===== src/rtl/riscv_mem_pkg.sv =====
// Shared types and helpers for the MEM-stage data-memory responder.
// Holds the responder FSM states and address decode helpers.
package riscv_mem_pkg;

  typedef enum logic [1:0] {
    IDLE,
    BUSY,
    RESP,
    LOAD
  } dmem_state_e;

  localparam int DW_BYTES = 8;

  function automatic logic [63:0] dw_index(
    input logic [63:0] addr
  );
    return addr >> 3;
  endfunction

  // In range only if the whole doubleword fits; computed on
  // 65 bits so addresses near 2^64 cannot wrap back in range.
  function automatic logic addr_ok(
    input logic [63:0] addr,
    input logic [63:0] depth
  );
    logic [64:0] last_b;
    last_b = {1'b0, addr} + 65'd7;
    return (addr[2:0] == 3'b000) &&
           (last_b < {1'b0, depth});
  endfunction

endpackage


===== src/rtl/dmem_init_loader.sv =====
// Preload sequencer: doubleword index, pending-start flag, write mux.
// Ports: state_i, init_en_i, init_data_i in; start_o, last_o, wsel_o, idx_o, wdata_o out.
module dmem_init_loader
  import riscv_mem_pkg::*;
#(
  parameter int NUM_INIT = 8,
  parameter int IW = (NUM_INIT > 1) ? $clog2(NUM_INIT) : 1
) (
  input  logic                     clk,
  input  logic                     rst_n,
  input  dmem_state_e              state_i,
  input  logic                     init_en_i,
  input  logic [64*NUM_INIT-1:0]   init_data_i,
  output logic                     start_o,
  output logic                     last_o,
  output logic                     wsel_o,
  output logic [IW-1:0]            idx_o,
  output logic [63:0]              wdata_o
);

  logic [IW-1:0] idx_q, idx_d;
  logic          pend_q, pend_d;

  always_comb begin
    last_o  = (idx_q == IW'(NUM_INIT - 1));
    wsel_o  = (state_i == LOAD);
    idx_o   = idx_q;
    wdata_o = init_data_i[64*int'(idx_q) +: 64];
    // a start request seen in RESP itself counts as pending
    start_o = pend_q | init_en_i;
    idx_d   = idx_q;
    pend_d  = pend_q;
    unique case (state_i)
      BUSY: begin
        if (init_en_i) pend_d = 1'b1;
      end
      RESP: begin
        pend_d = 1'b0;
      end
      LOAD: begin
        idx_d = last_o ? '0 : idx_q + 1'b1;
      end
      default: ;
    endcase
  end

  always_ff @(posedge clk or negedge rst_n) begin
    if (!rst_n) begin
      idx_q  <= '0;
      pend_q <= 1'b0;
    end else begin
      idx_q  <= idx_d;
      pend_q <= pend_d;
    end
  end

endmodule


===== src/rtl/dmem_responder.sv =====
// Multi-cycle data-memory responder with valid/ready request side and preload.
// Ports: req_* in, req_ready/rsp_*/stall_req/init_busy out, init_en/init_data in.
module dmem_responder
  import riscv_mem_pkg::*;
#(
  parameter int DEPTH_BYTES = 256,
  parameter int LATENCY     = 2,
  parameter int NUM_INIT    = 8
) (
  input  logic                   clk,
  input  logic                   reset,
  input  logic                   req_valid,
  output logic                   req_ready,
  input  logic                   req_write,
  input  logic [63:0]            req_addr,
  input  logic [63:0]            req_wdata,
  output logic                   rsp_valid,
  output logic [63:0]            rsp_rdata,
  output logic                   rsp_err,
  output logic                   stall_req,
  input  logic                   init_en,
  input  logic [64*NUM_INIT-1:0] init_data,
  output logic                   init_busy
);

  localparam int AW  = $clog2(DEPTH_BYTES);
  localparam int DWW = AW - 3;
  localparam int IW  = (NUM_INIT > 1) ? $clog2(NUM_INIT) : 1;

  logic [7:0] mem [DEPTH_BYTES];

  dmem_state_e    state_q, state_d;
  logic [3:0]     cnt_q, cnt_d;
  logic           rdy_q;
  logic           wr_q, wr_d;
  logic           err_q, err_d;
  logic [DWW-1:0] dw_q, dw_d;
  logic [63:0]    rdata_q, rdata_d;

  logic [63:0]    req_dw64;
  logic           req_ok;
  logic           accept;
  logic [63:0]    rd_word;

  logic           ld_start;
  logic           ld_last;
  logic           ld_sel;
  logic [IW-1:0]  ld_idx;
  logic [63:0]    ld_wdata;

  logic           we;
  logic [DWW-1:0] w_dw;
  logic [63:0]    w_data;

  dmem_init_loader #(
    .NUM_INIT (NUM_INIT),
    .IW       (IW)
  ) u_loader (
    .clk         (clk),
    .rst_n       (reset),
    .state_i     (state_q),
    .init_en_i   (init_en),
    .init_data_i (init_data),
    .start_o     (ld_start),
    .last_o      (ld_last),
    .wsel_o      (ld_sel),
    .idx_o       (ld_idx),
    .wdata_o     (ld_wdata)
  );

  always_comb begin
    req_dw64 = dw_index(req_addr);
    // high index bits are zero whenever addr_ok holds
    req_ok   = addr_ok(req_addr, 64'(DEPTH_BYTES)) &
               ~(|req_dw64[63:DWW]);
    // preload wins over a simultaneous request
    req_ready = rdy_q & (state_q == IDLE) & ~init_en;
    accept    = req_valid & req_ready;
    stall_req = (state_q != IDLE) |
                (req_valid & ~req_ready & rdy_q);
    rsp_valid = (state_q == RESP);
    rsp_err   = rsp_valid & err_q;
    rsp_rdata = rdata_q;
    init_busy = (state_q == LOAD);

    state_d = state_q;
    cnt_d   = cnt_q;
    wr_d    = wr_q;
    err_d   = err_q;
    dw_d    = dw_q;
    unique case (state_q)
      IDLE: begin
        if (init_en) begin
          state_d = LOAD;
        end else if (accept) begin
          wr_d  = req_write;
          err_d = ~req_ok;
          dw_d  = req_dw64[DWW-1:0];
          if (LATENCY == 1) begin
            state_d = RESP;
            cnt_d   = '0;
          end else begin
            state_d = BUSY;
            cnt_d   = 4'(LATENCY - 1);
          end
        end
      end
      BUSY: begin
        if (cnt_q <= 4'd1) begin
          state_d = RESP;
          cnt_d   = '0;
        end else begin
          cnt_d = cnt_q - 4'd1;
        end
      end
      RESP: begin
        state_d = ld_start ? LOAD : IDLE;
      end
      LOAD: begin
        if (ld_last) state_d = IDLE;
      end
      default: state_d = IDLE;
    endcase

    // load data is sampled on the edge entering RESP
    for (int b = 0; b < DW_BYTES; b++) begin
      rd_word[8*b +: 8] = mem[{dw_d, 3'(b)}];
    end
    rdata_d = '0;
    if (state_d == RESP && !err_d && !wr_d) begin
      rdata_d = rd_word;
    end

    we     = ld_sel | (accept & req_write & req_ok);
    w_dw   = ld_sel ? DWW'(ld_idx) : req_dw64[DWW-1:0];
    w_data = ld_sel ? ld_wdata : req_wdata;
  end

  always_ff @(posedge clk or negedge reset) begin
    if (!reset) begin
      state_q <= IDLE;
      cnt_q   <= '0;
      rdy_q   <= 1'b0;
      wr_q    <= 1'b0;
      err_q   <= 1'b0;
      dw_q    <= '0;
      rdata_q <= '0;
    end else begin
      state_q <= state_d;
      cnt_q   <= cnt_d;
      rdy_q   <= 1'b1;
      wr_q    <= wr_d;
      err_q   <= err_d;
      dw_q    <= dw_d;
      rdata_q <= rdata_d;
    end
  end

  // storage keeps its contents across reset
  always_ff @(posedge clk) begin
    if (we) begin
      for (int b = 0; b < DW_BYTES; b++) begin
        mem[{w_dw, 3'(b)}] <= w_data[8*b +: 8];
      end
    end
  end

endmodule

===== config.mk =====
export PLATFORM = sky130hd
export DESIGN_NAME = dmem_responder
export DESIGN_NICKNAME = d
export VERILOG_FILES = /design/src/rtl/riscv_mem_pkg.sv /design/src/rtl/dmem_init_loader.sv /design/src/rtl/dmem_responder.sv
export SDC_FILE = /design/constraint.sdc
export NUM_CORES = 2
export LEC_CHECK = 0
export ABC_AREA = 0
export BUFFER_PORTS_ARGS = -buffer_cell sky130_fd_sc_hd__buf_2
export CAP_MARGIN = 5
export CORE_ASPECT_RATIO = 1.4
export CORE_UTILIZATION = 54
export DETAILED_ROUTE_END_ITERATION = 8
export HOLD_SLACK_MARGIN = 0.15
export PLACE_DENSITY = 0.85
export REMOVE_ABC_BUFFERS = 1
export SKIP_CTS_REPAIR_TIMING = 1
export SYNTH_ARGS = -nofsm -noshare
export SYNTH_HDL_FRONTEND = slang
export SYNTH_SLANG_ARGS = --single-unit

===== constraint.sdc =====
create_clock -name clk -period 6.8 [get_ports clk]
set_clock_uncertainty 0.05 [all_clocks]
set_input_delay 1.02 -clock clk [delete_from_list [all_inputs] [get_ports clk]]
set_output_delay 1.02 -clock clk [all_outputs]
set_load 0.02 [all_outputs]

==> impl_metrics.py <==
metrics = {
    "status": {
        "outcome": "finished clean",
    },
    "floorplan": {
        "rows": 172,
        "core_um2": 157000,
        "io_pins": 714,
        "start_util_pct": 54.5,
        "die_w_um": 339,
        "die_area_um2": 160000,
        "fp.dieH_um": 473,
    },
    "clock_tree": {
        "root_buffer": "clkbuf_16",
        "cts_tree": "built",
        "clock_latency_ns": 0.85,
        "cts.sink_count": 2130,
        "clk_pin_slew_ns": 0.07,
        "numCtsBuffers": 179,
        "clock_path_buffers": 3,
        "htreeDepth": 4,
    },
    "setup_path": {
        "cpMostUsedCell": "o22ai_1",
        "crit_type": "reg2reg",
        "worstPathMaxFanout": 69,
        "cp-start-kind": "register",
        "crit_chain": "nor3_4 > a21boi_1 > nor2_4 > inv_8 > buf_4 > mux2i_1 > o22ai_1 > nor4_1 > o22ai_1",
        "cp_slowest_cell": "a21boi_1",
        "cp.required_ns": 7.39,
        "worstPathArrival_ns": 5.30,
        "cp-end-kind": "register",
        "reg2reg_slack_ns": 2.09,
        "crit_path_max_incr_delay_ns": 0.93,
    },
    "power": {
        "p_per_area_nw_per_um2": 419,
        "power_mw": 41.2,
        "p_leak_nw": 32.5,
        "irDropWorstVdd_mv": 0.409,
    },
    "sta": {
        "whs_ns": 0.265,
        "hold_viol": 0,
        "worstMarginPinSlew_ns": 1.46,
        "maxSlewViolCount": 0,
        "post-route-period-util_pct": 69.3,
        "grt_setup_unrepaired": "no",
        "min_period_ns": 4.71,
        "max_freq_mhz": 212,
        "relSlewSlack_pct": 2.97,
        "setup_violations": 0,
    },
    "logic_synthesis": {
        "ys_top_cells_by_area": "edfxtp_1 (72%), mux2i_1 (7.5%), nand2_1 (3.9%)",
        "ys.flop_type": "edfxtp_1",
        "ys_types": 64,
        "synth_area_um2": 85700,
        "yosysMostFrequentCell": "edfxtp_1",
        "yosysTopAreaCell": "edfxtp_1",
        "syn_avg_cell_area_um2": 15.8,
        "postSynthCellCount": 5421,
        "yosys.area.top_type_share_pct": 71.8,
        "synth_enable_flop_cells": 2048,
        "yosys_register_bits": 2130,
        "ys_seq_area_share_pct": 74.1,
        "yosysWarnings": 0,
        "synthTopCellsByCount": "edfxtp_1 (2048), nand2_1 (900), mux2i_1 (646)",
        "synthArstFlopShare_pct": 3.85,
    },
    "cells_and_area": {
        "seq_area_um2": 63600,
        "multi_input_area_um2": 21000,
        "n_fill_cell": 10200,
        "area_growth_pct": 14.7,
        "final_nets": 6756,
        "fin_util_pct": 62.5,
        "drive_gt1_share_pct": 21.9,
        "final_area_um2": 98300,
    },
    "job": {
        "maxCapViolations": 0,
    },
    "worst_hold_path": {
        "min_path_type": "in2async",
    },
    "place": {
        "dpl.hpwl_um": 138000,
        "place.gp.congestion": 0.991,
        "placed_area_um2": 92200,
        "io_buffer_count": 713,
    },
    "detailed_routing": {
        "totalWireLength_um": 253000,
        "antenna_left": 0,
        "vias": 55700,
        "first_iter_violations": 8651,
        "drc": 0,
        "wl_per_cell_um": 30.3,
        "vias_per_cell": 6.67,
        "dr.pass1.iters": 8,
    },
    "global_route": {
        "track_usage_pct": 31.0,
        "grt_pass1_vias": 56500,
        "grt_max_degree": 189,
        "grt_pass1_wl_um": 361000,
        "grt.overflow.total": 0,
        "antenna_found_initial": 4,
    },
}
routing by layer:
layer  vias to the layer above  share of wire, %  global-route usage (%)
li1                      22600                 -                       -
met2                      5094                48                    51.8
met3                      1216                13                    7.27
met5                         -             0.013                       0
met4                         4               7.2                    20.0
met1                     26800                31                    36.0
critical path: cells and delay by family (launching register included):
kind            cells  cell delay [ns]
compound gates      3             1.21
buf+inv             2             1.36
flops               1             0.65
mux                 1             0.29
simple gates        3             0.73
cells in the final DEF (no fill, tap or decap), types with 7 or more instances in the layout:
cell           n
a211oi_1      13
a21oi_1      105
a22oi_1        9
a31oi_1       86
a32oi_1       93
and3_1         8
buf_12        35
buf_2        712
buf_4         95
bufinv_16     16
clkbuf_1      41
clkbuf_16    182
clkbuf_8      13
clkinv_1      26
clkinv_2      30
clkinvlp_4     8
dfrtp_1       79
edfxtp_1    2048
inv_6          7
mux2i_1      645
mux4_2       128
nand2_1      897
nand2b_1       7
nand3_1      250
nand4_1       59
nor2_1        30
nor2_4        35
nor4_1        69
o21ai_0       42
o21ai_1        8
o21ai_2       58
o22ai_1      289
metrics by stage:
step	std cells	setup WS, ns	TNS [ns]
2_1_floorplan	5075	-32.21	-5927.63
3_3_place_gp	8005	1.87	0
3_5_place_dp	8005	1.77	0
4_1_cts	8341	2.28	0
5_1_grt	8352	1.94	0
6_report	8354	2.09	0
cell families (layout without fill, tap and decap cells):
| group | after synthesis | after routing | synth area share (%) |
|---|---|---|---|
| simple gates | 1402 | 1402 | 7.12 |
| buf+inv | 356 | 1197 | 2.09 |
| compound gates | 751 | 751 | 5.62 |
| flops | 2130 | 2130 | 74.1 |
| fa+ha+maj | 4 | 4 | 0.0584 |
| mux | 777 | 777 | 11.0 |
| other cells | 1 | 5 | 0.00438 |
final timing paths:
kind,to,startpoint,depth (start not counted)
worst max-delay path,rsp_rdata[35]$_DFF_PN0_,state_q[1]$_DFF_PN0_,9
max in group asynchronous,rsp_rdata[62]$_DFF_PN0_,reset,2
min in group clk,wr_q$_DFF_PN0_,req_write,3
worst min-delay path,rsp_rdata[5]$_DFF_PN0_,reset,1
worst max register to register,rsp_rdata[35]$_DFF_PN0_,state_q[1]$_DFF_PN0_,9
worst min register to register,wr_q$_DFF_PN0_,wr_q$_DFF_PN0_,2
power breakdown:
group,switching (mW),leakage [nW],internal [mW]
Clock,4.75,2.90,5.73
Sequential,0.482,19.6,18.9
Combinational,8.22,9.96,3.09
area by class of cell:
type,count,area share (%)
diodes,4,0.0102
clock buffers,236,4.97
clock inverters,100,1.10
inverters,10,0.0535
multi-input cells,2935,21.3
flip-flops and latches,2130,64.7
well taps,2088,2.66
repair buffers,851,5.21
state kept, by name (all words and copies together), names as in the netlist:
signal and flops:
mem 2048, rsp_rdata 64, dw_q 5, cnt_q 4, u_loader.idx_o 3, state_q 2, err_q 1, rdy_q 1
u_loader.pend_q 1, wr_q 1
Power figures use the tool's default switching activity.
